**src/rtl/deser_pkg.sv**
```systemverilog
// Shared types and defaults for the serial-to-parallel deserializer.
package deser_pkg;

  localparam int DESER_DATA_W = 16;

  typedef logic [$clog2(DESER_DATA_W+1)-1:0] cnt_t;

  typedef enum logic {
    IDLE    = 1'b0,
    COLLECT = 1'b1
  } deser_state_t;

endpackage

```
**src/rtl/deser_gap_timer.sv**
```systemverilog
// Idle-gap timer: counts consecutive idle cycles inside a partial word and
// flags the cycle on which the gap reaches GAP_CYCLES.
module deser_gap_timer #(
  parameter int GAP_CYCLES = 1,
  parameter int CNT_W      = 5
) (
  input  logic clk_i,
  input  logic srst_i,
  input  logic clear,
  input  logic inc,
  output logic expire
);

  logic [CNT_W-1:0] gap_reg;
  logic [CNT_W-1:0] gap_next;

  // Expiry is combinational so the flush lands on the same edge that
  // samples the GAP_CYCLES-th idle cycle.
  always_comb begin
    gap_next = gap_reg;
    expire   = inc && (gap_reg == CNT_W'(GAP_CYCLES - 1));
    if (clear || expire) begin
      gap_next = '0;
    end else if (inc && (gap_reg < CNT_W'(GAP_CYCLES))) begin
      gap_next = gap_reg + CNT_W'(1);
    end
  end

  // Gap counter register, cleared by active-low synchronous reset.
  always_ff @(posedge clk_i) begin
    if (!srst_i) begin
      gap_reg <= '0;
    end else begin
      gap_reg <= gap_next;
    end
  end

endmodule

```
**src/rtl/deserializer.sv**
```systemverilog
// Rebuilds left-aligned parallel words from an MSB-first serial stream.
// Optional feature macro: DESER_GAP_FLUSH_EN closes a partial word after
// GAP_CYCLES idle cycles; without it only full DATA_W-bit words are emitted.
module deserializer
  import deser_pkg::*;
#(
  parameter int DATA_W     = DESER_DATA_W,
  parameter int GAP_CYCLES = 1
) (
  input  logic                         clk_i,
  input  logic                         srst_i,
  input  logic                         data_i,
  input  logic                         data_val_i,
  output logic [DATA_W-1:0]            deser_data_o,
  output logic [$clog2(DATA_W+1)-1:0]  deser_data_len_o,
  output logic                         deser_data_val_o
);

  localparam int CNT_W = $clog2(DATA_W + 1);

  deser_state_t      state;
  logic [CNT_W-1:0]  cnt_reg,   cnt_next;
  logic [DATA_W-1:0] shift_reg, shift_next;
  logic [DATA_W-1:0] shift_upd;
  logic [DATA_W-1:0] word_reg,  word_next;
  logic [CNT_W-1:0]  len_reg,   len_next;
  logic              val_reg,   val_next;
  logic              gap_expire;

  assign state = (cnt_reg == '0) ? IDLE : COLLECT;

  // Bit k of a word lands at position DATA_W-1-k; other positions keep
  // their value, so unfilled LSBs stay at the zero left by the last clear.
  genvar gi;
  generate
    for (gi = 0; gi < DATA_W; gi++) begin : g_place
      assign shift_upd[gi] = (cnt_reg == CNT_W'(DATA_W - 1 - gi)) ? data_i : shift_reg[gi];
    end
  endgenerate

`ifdef DESER_GAP_FLUSH_EN
  deser_gap_timer #(
    .GAP_CYCLES (GAP_CYCLES),
    .CNT_W      (CNT_W)
  ) u_gap_timer (
    .clk_i  (clk_i),
    .srst_i (srst_i),
    .clear  (data_val_i || (state == IDLE)),
    .inc    ((state == COLLECT) && !data_val_i),
    .expire (gap_expire)
  );
`else
  assign gap_expire = 1'b0;
`endif

  // Next-state logic: accept a bit, close a full word, or flush on a gap.
  always_comb begin
    cnt_next   = cnt_reg;
    shift_next = shift_reg;
    word_next  = word_reg;
    len_next   = len_reg;
    val_next   = 1'b0;
    if (data_val_i) begin
      if (cnt_reg == CNT_W'(DATA_W - 1)) begin
        word_next  = shift_upd;
        len_next   = CNT_W'(DATA_W);
        val_next   = 1'b1;
        cnt_next   = '0;
        shift_next = '0;
      end else begin
        cnt_next   = cnt_reg + CNT_W'(1);
        shift_next = shift_upd;
      end
    end else if (gap_expire) begin
      word_next  = shift_reg;
      len_next   = cnt_reg;
      val_next   = 1'b1;
      cnt_next   = '0;
      shift_next = '0;
    end
  end

  // State and output registers; reset discards any partial word.
  always_ff @(posedge clk_i) begin
    if (!srst_i) begin
      cnt_reg   <= '0;
      shift_reg <= '0;
      word_reg  <= '0;
      len_reg   <= '0;
      val_reg   <= 1'b0;
    end else begin
      cnt_reg   <= cnt_next;
      shift_reg <= shift_next;
      word_reg  <= word_next;
      len_reg   <= len_next;
      val_reg   <= val_next;
    end
  end

  assign deser_data_o     = word_reg;
  assign deser_data_len_o = len_reg;
  assign deser_data_val_o = val_reg;

endmodule

```
**config.mk**
```make
export PLATFORM = sky130hd
export DESIGN_NAME = deserializer
export DESIGN_NICKNAME = d
export VERILOG_FILES = /design/src/rtl/deser_pkg.sv /design/src/rtl/deser_gap_timer.sv /design/src/rtl/deserializer.sv
export SDC_FILE = /design/constraint.sdc
export NUM_CORES = 1
export LEC_CHECK = 0
export ABC_AREA = 1
export CAP_MARGIN = 20
export CELL_PAD_IN_SITES_DETAIL_PLACEMENT = 2
export CELL_PAD_IN_SITES_GLOBAL_PLACEMENT = 2
export CORE_MARGIN = 1
export CORE_UTILIZATION = 29
export CTS_BUF_LIST = sky130_fd_sc_hd__clkbuf_8 sky130_fd_sc_hd__clkbuf_16
export DETAILED_ROUTE_END_ITERATION = 10
export HOLD_SLACK_MARGIN = 0.06
export PLACE_DENSITY_LB_ADDON = 0.05
export SYNTH_ARGS = -nofsm -noshare
export SYNTH_HDL_FRONTEND = slang
export SYNTH_SLANG_ARGS = --single-unit
export TNS_END_PERCENT = 20
```
**constraint.sdc**
```tcl
create_clock -name clk_i -period 1.65 [get_ports clk_i]
set_input_delay 0.165 -clock clk_i [delete_from_list [all_inputs] [get_ports clk_i]]
set_output_delay 0.165 -clock clk_i [all_outputs]
set_load 0.02 [all_outputs]
```
==> impl_metrics.env <==
export IMPL_min_from="deser_data_len_o[4]"
export IMPL_synth_top_area_frac=0.430
export IMPL_largest_register_ffs=16
export IMPL_synth_area_leader_cell="dfxtp_1"
export IMPL_dieArea_um2=6410
export IMPL_clk_path_buf_depth=2
export IMPL_grt_pass1_wl_um=8640
export IMPL_report_final_slew_viol_count=0
export IMPL_syn_cell_area_um2=1770
export IMPL_grt_start_max_net_pins=18
export IMPL_vias=1690
export IMPL_path_max_fanout=6
export IMPL_htreeDepth=2
export IMPL_avgSynthCellArea_um2=7.04
export IMPL_p_sw_w=0.000466
export IMPL_sw_frac_of_total=0.261
export IMPL_clk_pin_slew_ns=0.08
export IMPL_io_buffers=21
export IMPL_wirelength_um=5090
export IMPL_hpwl_um=3570
export IMPL_finalCritPeriodShare=0.902
export IMPL_r2r_end="shift_reg[14]"
export IMPL_clockPowerShare=0.379
export IMPL_final_setup_tns_ns=0
export IMPL_seqPwrFrac=0.521
export IMPL_grt_pass1_vias=1810
export IMPL_power_w=0.00179
export IMPL_cp_required_ns=1.88
export IMPL_r2r_slack_ns=0.16
export IMPL_ios=26
export IMPL_avgViaCountPerCell=4.63
export IMPL_rr_worst_depth=10
export IMPL_cap_viol_max_count=0
export IMPL_drive_gt1_frac=0.114
export IMPL_hp_class="reg2reg"
export IMPL_die_h_um=80.1
export IMPL_globalRouteOverflowTotal=0
export IMPL_rows=28
export IMPL_grt_use_total=0.182
export IMPL_avgRoutedWirePerCell_um=13.9
export IMPL_start_kind="flip-flop"
export IMPL_clk_latency_ns=0.29
export IMPL_cts_setup_buffers=0
export IMPL_syn_inst=251
export IMPL_drtIter0Drc=62
export IMPL_hold_buffers=0
export IMPL_cts_tree="done"
export IMPL_finalHoldViolCount=0
export IMPL_core_area_um2=5890
export IMPL_postLayoutCellArea_um2=2240
export IMPL_place_area_um2=2150
export IMPL_max_clock_freq_mhz=672
export IMPL_crit_type="reg2reg"
export IMPL_rr_startpoint="cnt_reg[1]"
export IMPL_post_route_min_period_ns=1.49
export IMPL_gp_congestion=0.703
export IMPL_synth_seq_area_share=0.430
export IMPL_antenna_found_initial=0
export IMPL_antennaDiodeCount=0
export IMPL_end_kind="flip-flop"
export IMPL_cts_root_buffer="clkbuf_8"
export IMPL_p_leak_nw=0.985
export IMPL_area_growth_pct=26.9
export IMPL_cts_resized=0
export IMPL_internal_power_w=0.00132
export IMPL_cts_made_buffers=5
export IMPL_firstDrtPassIters=3
export IMPL_cts_sinks=38
export IMPL_synthDistinctLibCells=21
export IMPL_hold_depth=2
export IMPL_peakVddDrop_mv=0.318
export IMPL_ys_seq_elements=38
export IMPL_rsz0062_at_grt="false"
export IMPL_finClkSkew_ns=0.00607
export IMPL_power_frac_comb=0.100
export IMPL_drc_errors=0
export IMPL_synth_area_leaders="dfxtp_1 43%, nand2_1 17%, nand3_1 13%"
export IMPL_cp_data_arrival_time_ns=1.72
export IMPL_initial_core_util=0.300
export IMPL_setup_viol=0
export IMPL_die_w_um=80.1
export IMPL_antenna_left=0
export IMPL_fin_nets=297
export IMPL_yosysWarnings=0
export IMPL_p_per_area_nw_per_um2=796
export IMPL_status="complete, no violations"
export IMPL_hold_path_end="deser_data_len_o[4]"
synth_stat cells (all sizes together):
master / instances
nand2: 85
nand3: 46
dfxtp: 38
inv: 29
a21oi: 17
nor2: 15
buf: 7
ha: 4
clkbuf: 3
o21ai: 3
clkinv: 1
conb: 1
nand4: 1
xor2: 1
metrics by stage:
stage               hold slack, ns  instances  utilization  setup slack (ns)
floorplan                    0.275        254            -             0.301
global placement             0.436        357        0.366             0.159
detailed placement           0.444        357        0.366             0.140
CTS                          0.461        365        0.381             0.132
global route                 0.481        365        0.381          0.000344
finish                       0.451        365        0.381             0.161
cell families (layout without fill, tap and decap cells):
kind of cell,Yosys count,after routing,share of synthesized area
adder cells (fa/ha/maj),4,4,0.0283
flip-flops,38,38,0.430
other,1,4,0.00212
AND/OR/NAND/NOR,147,147,0.374
buffers and inverters,40,76,0.104
XOR/XNOR,1,1,0.00495
AO/OA/AOI/OAI,20,20,0.0566
worst max-delay path, cell delays in order, from the launching register on:
cell and delay (ns):
dfxtp_1 0.32, buf_4 0.14, inv_1 0.07, ha_1 0.14, inv_1 0.04, nor2_1 0.19
buf_4 0.19, nand2_1 0.06, nand2_1 0.09, nand3_1 0.07, a21oi_1 0.11
cells in the final DEF, fill, tap and decap left out, types with 2 or more instances in the layout:
cell | synthesis | routed
a21oi_1 | 17 | 17
buf_4 | 5 | 16
clkbuf_8 | 0 | 6
clkdlybuf4s50_1 | 0 | 21
conb_1 | 1 | 4
dfxtp_1 | 38 | 38
ha_1 | 4 | 4
inv_1 | 27 | 28
inv_2 | 2 | 2
nand2_1 | 82 | 82
nand2_2 | 2 | 2
nand3_1 | 45 | 45
nor2_1 | 12 | 12
nor2_4 | 2 | 2
o21ai_0 | 3 | 3
power groups by stage:
stage	sequential, W	clock, W	combinational, W
2_1_floorplan	0.000954	0	0.0000994
3_5_place_dp	0.000953	0	0.000182
6_report	0.000932	0.000677	0.000178
5_1_grt	0.000933	0.000746	0.000199
4_1_cts	0.000932	0.000705	0.000183
3_3_place_gp	0.000953	0	0.000177
cell type report:
class | instances | area, um2
clock inverters | 2 | 8.76
multi-input cells | 176 | 835
well taps | 75 | 93.8
fillers | 722 | 3640
flip-flops and latches | 38 | 761
clock buffers | 6 | 82.6
inverters | 30 | 113
repair buffers | 38 | 350
worst max-delay path by stage:
stage	startpoint	end	slack, ns	cells past startpoint
2_1_floorplan	cnt_reg[0]	deser_data_o[14]	0.30	9
3_3_place_gp	data_val_i	deser_data_o[11]	0.16	6
3_5_place_dp	data_val_i	deser_data_o[8]	0.14	6
4_1_cts	cnt_reg[1]	shift_reg[14]	0.13	10
5_1_grt	cnt_reg[1]	shift_reg[14]	0.0003	10
6_report	cnt_reg[1]	shift_reg[14]	0.16	10
per-layer routing:
metal	vias up	share of wire	GRT usage	wire, um
met5	-	0	0	0
met4	0	0.014	0.0607	69
met3	7	0.023	0.0375	119
met2	21	0.50	0.322	2550
met1	807	0.46	0.216	2350
li1	855	-	-	-
Note: power is estimated with default switching activity, not from simulation.
==> patch (same settings) <==
The package constant `DESER_DATA_W` goes from 16 to 8.
--- a/src/rtl/deser_pkg.sv
+++ b/src/rtl/deser_pkg.sv
@@ -1,7 +1,7 @@
 // Shared types and defaults for the serial-to-parallel deserializer.
 package deser_pkg;
 
-  localparam int DESER_DATA_W = 16;
+  localparam int DESER_DATA_W = 8;
 
   typedef logic [$clog2(DESER_DATA_W+1)-1:0] cnt_t;
 
Interface: changed (resized deser_data_len_o and deser_data_o); port bits go from 26 to 17. The function was not compared with the original's and may differ.
==> patch against the unedited design <==
  * Area after synthesis is 46% lower
  * Highest routed layer unchanged
  * Largest power group unchanged
  * Wire length is 51% lower
  * Critical path depth is 9 lower
  * Global-route usage is 1.4 points lower
  * Sequential cell count is 17 lower
  * Worst setup slack better by 0.10 ns
  * Design area is 48% lower
  * Total power is 46% lower
==> patch: results <==
[worst_setup_path]
ff2ff_path_depth = 5
r2r-end = deser_data_o[6]$_SDFFE_PN0P_
cp.arrival_ns = 1.22
worst-path-max-fanout = 2
startpoint = deser_data_o[0]$_SDFFE_PN0P_
r2r_slack_ns = 0.33
cp_slowest_cell = clkdlybuf4s50_1
cp-endpoint = deser_data_o[0]
critPathMaxStageDelay_ns = 0.61
r2r_start = cnt_reg[1]$_SDFFE_PN0P_

[routing]
via_per_inst = 4.578
avgRoutedWirePerCell_um = 12.88
drt_first_iter_violations = 23
first_pass_iters = 4

[global_route]
grt.total_usage_pct = 16.74
grt_pass1_wl_mm = 4.298
grt_start_max_net_pins = 13
grt_pass1_vias = 941

[yosys]
ys_types = 18
yosys-top-cells-count = nand2_1, dfxtp_1, a21oi_1, nand3_1
seq_area_frac_synth_pct = 44.04
yosys-top-cells-area = dfxtp_1, nand2_1, a21oi_1

[finish]
nFillCells = 374
drive_gt1_share_pct = 8.108
largest_reg_flops = 8

[status]
outcome = complete, no violations

[sta]
fin_worst_skew_ns = 0.003741
min_period_ns = 1.388

[pwr]
p_leak_nw = 0.4839
ir_worst_vdd_mv = 0.2857

[clock_network]
h-tree-depth = 1
clk_latency_ns = 0.27

[placed_design]
gp_congestion = 0.7085
dpl_cell_area_um2 = 1121
post-place-ws_ns = 0.1691
io_buffer_count = 13
hpwl_mm = 1.889

[hold_path]
min_from = deser_data_o[2]$_SDFFE_PN0P_
-- patch: stage by stage --
stage / hold slack, ns / cells
floorplan: 0.2777 / 135
global placement: 0.4292 / 188
detailed placement: 0.4345 / 188
CTS: 0.4528 / 192
global route: 0.4769 / 192
finish: 0.4491 / 192
-- patch: worst min path at each step --
stage          cells past startpoint                          endpoint
2_1_floorplan                      2  deser_data_len_o[3]$_SDFFE_PN0P_
3_3_place_gp                       2      deser_data_o[2]$_SDFFE_PN0P_
3_5_place_dp                       2      deser_data_o[2]$_SDFFE_PN0P_
4_1_cts                            2      deser_data_o[2]$_SDFFE_PN0P_
5_1_grt                            2      deser_data_o[2]$_SDFFE_PN0P_
6_report                           2      deser_data_o[2]$_SDFFE_PN0P_
-- patch: logic make-up after synthesis --
group	Yosys count	share of synthesized area [%]
simple gates	81	36.83
flops	21	44.04
compound gates	13	6.815
buf+inv	13	6.683
fa+ha+maj	4	5.243
other cells	1	0.3928
-- patch: layout make-up --
| cell class | count | share of cell area, % |
|---|---|---|
| inverter | 8 | 2.572 |
| sequential | 21 | 36.01 |
| clock inverter | 1 | 0.4287 |
| tap | 44 | 4.716 |
| multi-input combinational | 101 | 40.94 |
| timing repair buffer | 14 | 11.79 |
| clock buffer | 3 | 3.537 |
-- patch: metal layers --
metal	GRT usage, %	wire (um)
met5	0	0
met4	6.122	30
met3	2.620	63
met2	30.02	1295
met1	19.92	1083
-- patch: report_power, final --
part	switching, mW	internal, mW	total [mW]
Sequential	0.00974	0.515	0.525
Clock	0.179	0.169	0.348
Combinational	0.0626	0.0290	0.0915
-- patch: worst register-to-register path, stage by stage (launching register included) --
cell	delay, ns
dfxtp_1	0.40
ha_1	0.31
nand4_4	0.15
nor2_4	0.25
nand2_1	0.10
nand2_1	0.07
